### config.mk
export PLATFORM = sky130hd
export DESIGN_NAME = stopwatch_sequencer
export DESIGN_NICKNAME = d
export VERILOG_FILES = /design/src/rtl/stopwatch_sequencer.sv
export SDC_FILE = /design/constraint.sdc
export NUM_CORES = 1
export LEC_CHECK = 0
export CORE_UTILIZATION = 45
export CTS_CLUSTER_DIAMETER = 80
export CTS_CLUSTER_SIZE = 25
export DETAILED_ROUTE_END_ITERATION = 16
export GPL_TIMING_DRIVEN = 0
export PLACE_DENSITY = 0.69
export SETUP_SLACK_MARGIN = 0.15
export SLEW_MARGIN = 20
export SYNTH_ARGS = -nofsm -noshare
export SYNTH_HDL_FRONTEND = slang
export SYNTH_SLANG_ARGS = --single-unit
### constraint.sdc
create_clock -name clk -period 2.7 [get_ports clk]
set_input_delay 0.54 -clock clk [delete_from_list [all_inputs] [get_ports clk]]
set_output_delay 0.54 -clock clk [all_outputs]
set_load 0.02 [all_outputs]
### src/rtl/stopwatch_sequencer.sv
// Run-control sequencer for the four-digit stopwatch/timer: owns the BCD count
// register, the mode latch and the IDLE/RUN/PAUSE/DONE state machine.
//
// state   | meaning
// IDLE    | digits track the live mode's initial value; waiting for a start edge
// RUN     | counting on tick in the latched direction
// PAUSE   | digits frozen; start edge resumes RUN
// DONE    | terminal value reached (SATURATE only); start edge returns to IDLE
module stopwatch_sequencer #(
   parameter int SATURATE = 1
) (
   input  logic       clk,
   input  logic       reset,
   input  logic       tick,
   input  logic       start,
   input  logic [9:0] sw,
   output logic [3:0] out0,
   output logic [3:0] out1,
   output logic [3:0] out2,
   output logic [3:0] out3,
   output logic       running,
   output logic       done
);

   localparam logic [1:0] S_IDLE  = 2'd0;
   localparam logic [1:0] S_RUN   = 2'd1;
   localparam logic [1:0] S_PAUSE = 2'd2;
   localparam logic [1:0] S_DONE  = 2'd3;

   logic [1:0]  state, state_next;
   logic [1:0]  mode, mode_next;
   logic [15:0] count, count_next, count_step;
   logic [15:0] init_val, term_val, preset;
   logic [3:0]  tens_c, units_c, step_digit;
   logic        step_carry;
   logic        start_q, armed, start_edge;

   // armed masks the first clock after reset so a start level held through
   // reset release is not mistaken for a rising edge.
   assign start_edge = start & ~start_q & armed;

   assign tens_c  = (sw[7:4] > 4'd9) ? 4'd9 : sw[7:4];
   assign units_c = (sw[3:0] > 4'd9) ? 4'd9 : sw[3:0];
   assign preset  = {tens_c, units_c, 8'h00};

   always_comb begin
      init_val = 16'h0000;
      case (sw[9:8])
         2'b00:   init_val = 16'h0000;
         2'b01:   init_val = preset;
         2'b10:   init_val = 16'h9999;
         default: init_val = preset;
      endcase
   end

   assign term_val = mode[1] ? 16'h0000 : 16'h9999;

   // BCD step with ripple carry (up) or borrow (down) across the four digits.
   always_comb begin
      count_step = count;
      step_carry = 1'b1;
      step_digit = 4'd0;
      for (int i = 0; i < 4; i++) begin
         step_digit = count[4*i +: 4];
         if (step_carry) begin
            if (!mode[1]) begin
               if (step_digit >= 4'd9) step_digit = 4'd0;
               else begin
                  step_digit = step_digit + 4'd1;
                  step_carry = 1'b0;
               end
            end else begin
               if (step_digit == 4'd0) step_digit = 4'd9;
               else begin
                  step_digit = step_digit - 4'd1;
                  step_carry = 1'b0;
               end
            end
         end
         count_step[4*i +: 4] = step_digit;
      end
   end

   always_ff @(posedge clk or posedge reset) begin
      if (reset) begin
         state   <= S_IDLE;
         mode    <= 2'b00;
         count   <= 16'h0000;
         start_q <= 1'b0;
         armed   <= 1'b0;
      end else begin
         state   <= state_next;
         mode    <= mode_next;
         count   <= count_next;
         start_q <= start;
         armed   <= 1'b1;
      end
   end

   always_comb begin
      state_next = state;
      mode_next  = mode;
      count_next = count;
      case (state)
         S_IDLE: begin
            count_next = init_val;
            if (start_edge) begin
               mode_next  = sw[9:8];
               state_next = S_RUN;
            end
         end
         S_RUN: begin
            if (start_edge) begin
               state_next = S_PAUSE;
            end else if (tick) begin
               if (SATURATE != 0 && count == term_val) begin
                  state_next = S_DONE;
               end else begin
                  count_next = count_step;
                  if (SATURATE != 0 && count_step == term_val) state_next = S_DONE;
               end
            end
         end
         S_PAUSE: begin
            if (start_edge) state_next = S_RUN;
         end
         S_DONE: begin
            if (start_edge) state_next = S_IDLE;
         end
         default: begin
            state_next = S_IDLE;
         end
      endcase
   end

   always_comb begin
      running = (state == S_RUN);
      done    = (state == S_DONE);
   end

   assign out0 = count[3:0];
   assign out1 = count[7:4];
   assign out2 = count[11:8];
   assign out3 = count[15:12];

endmodule

-- Word level (Yosys, flattened, before mapping)
Cells that the tools add are included.
- register bits: 22
- bits of input ports: 14
- output and inout port bits: 18
- logic and storage cells: 87
- add/sub/neg operators: 8
- order comparisons: 6
- equal/unequal tests: 13
- multiplexer cells: 41
- bitwise operators: 3
- reductions and logical operators: 11
- operator list (cell ; number):
    4-bit 2-to-1 mux ; 17
    16-bit 2-to-1 mux ; 4
    16-bit one-hot mux with 2 select lines ; 2
    16-bit == test ; 2
    4-bit by 1-bit adder with 4-bit output, second input constant ; 4
    4-bit >= comparator, second input constant ; 4
    4-bit logical NOT ; 4
    4-bit by 1-bit subtractor with 4-bit output, second input constant ; 4
    2-bit 2-to-1 mux ; 6
    1-bit 2-to-1 mux ; 11
    4-bit > comparator, second input constant ; 2
    4-bit AND reduction ; 2
    2-bit == test, second input constant ; 3
    2-bit != test, second input constant ; 3
    2-bit one-hot mux with 3 select lines ; 1
    2-bit logical NOT ; 2
    2-bit by 1-bit != test with 1-bit output, second input constant ; 2
    4-bit by 1-bit != test with 1-bit output, second input constant ; 1
    3-bit by 2-bit != test with 1-bit output, second input constant ; 1
    1-bit AND ; 2
    2-bit by 1-bit == test with 1-bit output, second input constant ; 1
    2-bit AND reduction ; 1
    2-bit nonzero test ; 1
    2-bit OR reduction ; 1
    1-bit NOT ; 1

-- Logic depth before layout (Yosys ltp)
- depth after elaboration: 12
- gate-level depth with buffers: 10
- gate-level depth less buffers: 9

-- Least setup slack after synthesis
OpenSTA, ideal clock, no wires.
- kind: register to register
- start point: reg count[4]
- end point: reg state[1]
- library setup time: 0.095 ns
- data arrival time: 2.546 ns
- required time: 2.605 ns
- path slack: 0.058 ns
- cell stages (with the launch flop): 11
- path buffers: 1
- clock period less this slack: 2.642 ns
- cell sequence: dfrtp_1 clkbuf_1 inv_1 ha_1 nor3b_1 nand4b_2 nand2_2 mux2_2 nor3_1 a41oi_1 o31ai_1
- cells in the longest elaborated chain, start to end: 9
- elaborated cells on any way between the ends: 23
- classes of those cells: add/sub (2); order compare (1); eq/ne (3); mux (15); reduce/logical (2)
- RTL lines (item ; RTL line ; source):
    start, declared ; 32 ; logic [15:0] count, count_next, count_step;
    start signal, assigned ; 94 ; count <= count_next;
    4-bit >= comparator / 4-bit logical NOT (equally long branches) ; 67, 73 ;
    1-bit 2-to-1 mux (on tied branches) ; 67, 73 ;
    1-bit 2-to-1 mux ; 66 ; if (!mode[1]) begin
    1-bit 2-to-1 mux (2 in series) ; 65 ; if (step_carry) begin
    4-bit 2-to-1 mux ; 65 ;
    16-bit == test ; 120 ; if (SATURATE != 0 && count_step == term_val) state_next = S_DONE;
    4-bit by 1-bit != test with 1-bit output (no source line) ; n/a ;
    4-bit AND reduction (no source line) ; n/a ;
    end signal, assigned ; 92 ; state <= state_next;
    end, declared ; 30 ; logic [1:0] state, state_next;
Several ways; a longest one is shown, not always the timed one. The select of a mux whose other input is x is not followed.
A chain may end at the register's enable or synchronous reset.

-- Final worst setup path
Same ends and word-level chain as after synthesis.

==> impl_metrics.csv <==
group,metric,value,unit
worst_setup_path,crit_fanout,5,
sta,tightest_slew,0.881,ns
sta,rsz0062_at_grt,"yes",
detailed_routing,totalWireLength,6650,um
finish,final_cells,383,
sta,final-hold-violation-count,0,
global_route,grtUsageTotal,24.7,%
sta,min_period_over_period,95.0,%
global_route,overflow,0,
finish,nets,357,
clock_network,worstSkewPairLatency,0.27,ns
sta,maxSlewViolCount,0,
placed_design,placed_cells,363,
finish,fill_cells,417,
worst_setup_path,reg2reg_slack,0.13,ns
die,die_w,71.8,um
worst_setup_path,critPathBufInv,2,
synth,synth-seq-cells,21,
finish,layout_common_cells,"clkdlybuf4s50_1 (30), nor2_1 (26), a21oi_1 (24)",
worst_setup_path,required,2.88,ns
worst_setup_path,cpPeakStageDelay,0.53,ns
min_path,whs_path_depth,1,
worst_setup_path,cp.arrival,2.74,ns
min_path,hold_end,"count[5]$_DFFE_PP0P_",
min_path,hold_start,"count[5]$_DFFE_PP0P_",
job,drv_cap,0,
clock_network,cts_num_sinks,21,
global_route,gr-usage-met2,37.8,%
die,rows,25,
global_route,grt_max_degree,22,
clock_network,htree_levels,1,
synth,syn-num-nets,305,
finish,layout_commonest_cell,"clkdlybuf4s50_1",
synth,synth_cell_types,65,
detailed_routing,drt_iter0_drc,311,
worst_setup_path,worst_setup_path_start_kind,"flip-flop",
clock_network,ctsLongestPathBuffers,2,
synth,synth_flop_cell,"dfrtp_1",
clock_network,cts_buffers,3,
placed_design,io_buffer_count,31,
power_and_ir_drop,powerDensity,1360,nW/um^2
global_route,grt_pass1_vias,2048,
clock_network,cts_tree,"done",
synth,synth_area,2190,um^2
power_and_ir_drop,ir_drop,0.000727,V
placed_design,dpl.hpwl,4530,um
finish,syn2layout_area_growth,33.3,%
power_and_ir_drop,power.leakage,1.14,nW
detailed_routing,first_pass_iters,5,
global_route,use_met3,2.53,%
die,num_io_pins,32,
finish,diodes,0,
power_and_ir_drop,power,3.97,mW
min_path,hold_path.class,"reg2reg",
worst_setup_path,crit_type,"reg2reg",
synth,syn_area_per_cell,7.88,um^2
placed_design,gp_congestion,0.888,
status,status,"completed",
global_route,grt_pass1_wl,10100,um
sta,setup-tns-final,0,ns
detailed_routing,final_antenna_net_count,0,
clock_network,root_buffer,"clkbuf_8",
worst_setup_path,critPathCaptureType,"flip-flop",
clock_network,hold_buffers,0,
worst_setup_path,path_cells,"buf_8 -> inv_8 -> ha_4 -> nor3b_4 -> nand3_4 -> or4b_4 -> o2111ai_4 -> and4bb_1 -> a41oi_2 -> o31ai_2",
finish,drive_gt1_share,21.9,%
detailed_routing,vias,2410,
worst_setup_path,r2r_end,"state[1]$_DFFE_PP0P_",
global_route,top_usage_layer,"met2",
clock_network,cts.clk_slew.worst_paths,0.08,ns
worst_setup_path,reg2reg_depth,10,
worst_setup_path,slowest_stage,"or4b_4",
worst_setup_path,worstReg2RegStart,"count[4]$_DFFE_PP0P_",
die,die_area,5150,um^2
synth,ys_seq_area_share,24.0,%
detailed_routing,viasPerCell,6.29,
sta,period_minus_slack,2.57,ns
sta,finalSetupViolations,0,
detailed_routing,drc,0,
synth,synth-edff-count,0,
detailed_routing,wl_per_cell,17.4,um
die,core_area,4690,um^2
global_route,grt_util_met1,36.9,%
global_route,antenna_found_initial,0,
die,start_util,46.7,%
synth,synthCells,278,
die,die_y,71.8,um
synth,yosys_warnings,0,
sta,relSlewSlack,41.2,%
worst_setup_path,crit_family,"simple AND/OR/NAND/NOR gates",
sta,fmax,0.390,GHz
sta,finClkSkew,0.00325,ns
synth,async_flop_share,100,%
## sequential cells by signal (all words and copies together) (netlist names)
register / count
count: 16
start_q: 1
armed: 1
state: 2
mode: 1
## logic make-up after synthesis
| family | share of synthesized area, % |
|---|---|
| AO/OA/AOI/OAI | 28.7 |
| XOR/XNOR | 1.20 |
| adder cells (fa/ha/maj) | 7.42 |
| buffers and inverters | 7.65 |
| flip-flops | 24.0 |
| multiplexers | 3.43 |
| other | 0.171 |
| AND/OR/NAND/NOR | 27.5 |
## through the flow
| step | area (um^2) | hold WS [ns] | utilization [%] | worst slack [ns] |
|---|---|---|---|---|
| detailed placement | 2570 | 0.535 | 54.8 | -0.321 |
| floorplan | 2190 | 0.501 | - | 0.178 |
| global route | 2920 | 0.585 | 62.2 | 0.0550 |
| CTS | 2700 | 0.571 | 57.6 | 0.0915 |
| global placement | 2570 | 0.536 | 54.8 | -0.321 |
| finish | 2920 | 0.561 | 62.2 | 0.134 |
## Yosys cell counts (all sizes together) (3+ instances only)
library cell | number | area [um^2]
a21oi | 27 | 135
nor2 | 26 | 97.6
dfrtp | 21 | 526
o21ai | 19 | 95.1
inv | 16 | 60.1
nand2 | 16 | 62.6
ha | 13 | 163
clkbuf | 10 | 37.5
nand3 | 10 | 55.1
nor3 | 9 | 45.0
nand2b | 8 | 50.1
a211oi | 7 | 52.6
a31oi | 7 | 43.8
buf | 7 | 62.6
nor2b | 5 | 31.3
nor3b | 5 | 53.8
mux2 | 4 | 45.0
nand3b | 4 | 30.0
nand4 | 4 | 25.0
o211ai | 4 | 30.0
a221oi | 3 | 26.3
a22o | 3 | 26.3
a22oi | 3 | 22.5
mux2i | 3 | 30.0
or3b | 3 | 26.3
## metal layers
metal | vias to the layer above | share of wire [%]
li1 | 1142 | -
met1 | 1126 | 45
met2 | 127 | 46
met3 | 15 | 8.0
met4 | 0 | 1.5
met5 | - | 0
## power breakdown
part           switching, mW  total (mW)  internal [mW]
clock network          0.117       0.220          0.103
registers              0.222       0.674          0.452
logic                   1.72        3.07           1.36
total                   2.06        3.97           1.91
## worst max-delay path by stage
stage / start / to / depth (start not counted)
final: count[4]$_DFFE_PP0P_ / state[1]$_DFFE_PP0P_ / 10
after global routing: count[4]$_DFFE_PP0P_ / state[1]$_DFFE_PP0P_ / 10
after CTS: count[1]$_DFFE_PP0P_ / state[1]$_DFFE_PP0P_ / 9
after detailed placement: count[4]$_DFFE_PP0P_ / state[1]$_DFFE_PP0P_ / 10
after global placement: count[4]$_DFFE_PP0P_ / state[1]$_DFFE_PP0P_ / 10
after floorplan: count[0]$_DFFE_PP0P_ / state[1]$_DFFE_PP0P_ / 9
## worst reg2reg max path, delay by kind of cell (launching register included)
kind | cells | cell delay, ns
flip-flops | 1 | 0.44
AND/OR/NAND/NOR | 4 | 1.20
buffers and inverters | 2 | 0.20
adder cells (fa/ha/maj) | 1 | 0.16
AO/OA/AOI/OAI | 3 | 0.47
## timing repair
item                       in CTS  in global routing
gates cloned                    0                  0
setup buffers                   1                 15
setup endpoints to repair      17                 14
gates resized for setup        24                 26
pin swaps                       2                  6
## final cells by class
| cell class | count | area, um^2 | share of cell area [%] |
|---|---|---|---|
| multi-input cells | 222 | 1650 | 56.4 |
| plain buffers | 17 | 120 | 4.11 |
| inverters | 18 | 80.1 | 2.74 |
| flip-flops and latches | 21 | 531 | 18.2 |
| repair buffers | 47 | 429 | 14.7 |
| clock buffers | 3 | 41.3 | 1.41 |
| well taps | 54 | 67.6 | 2.31 |
| clock inverters | 1 | 5.00 | 0.171 |
No activity file was read; power rests on OpenSTA's default activity.
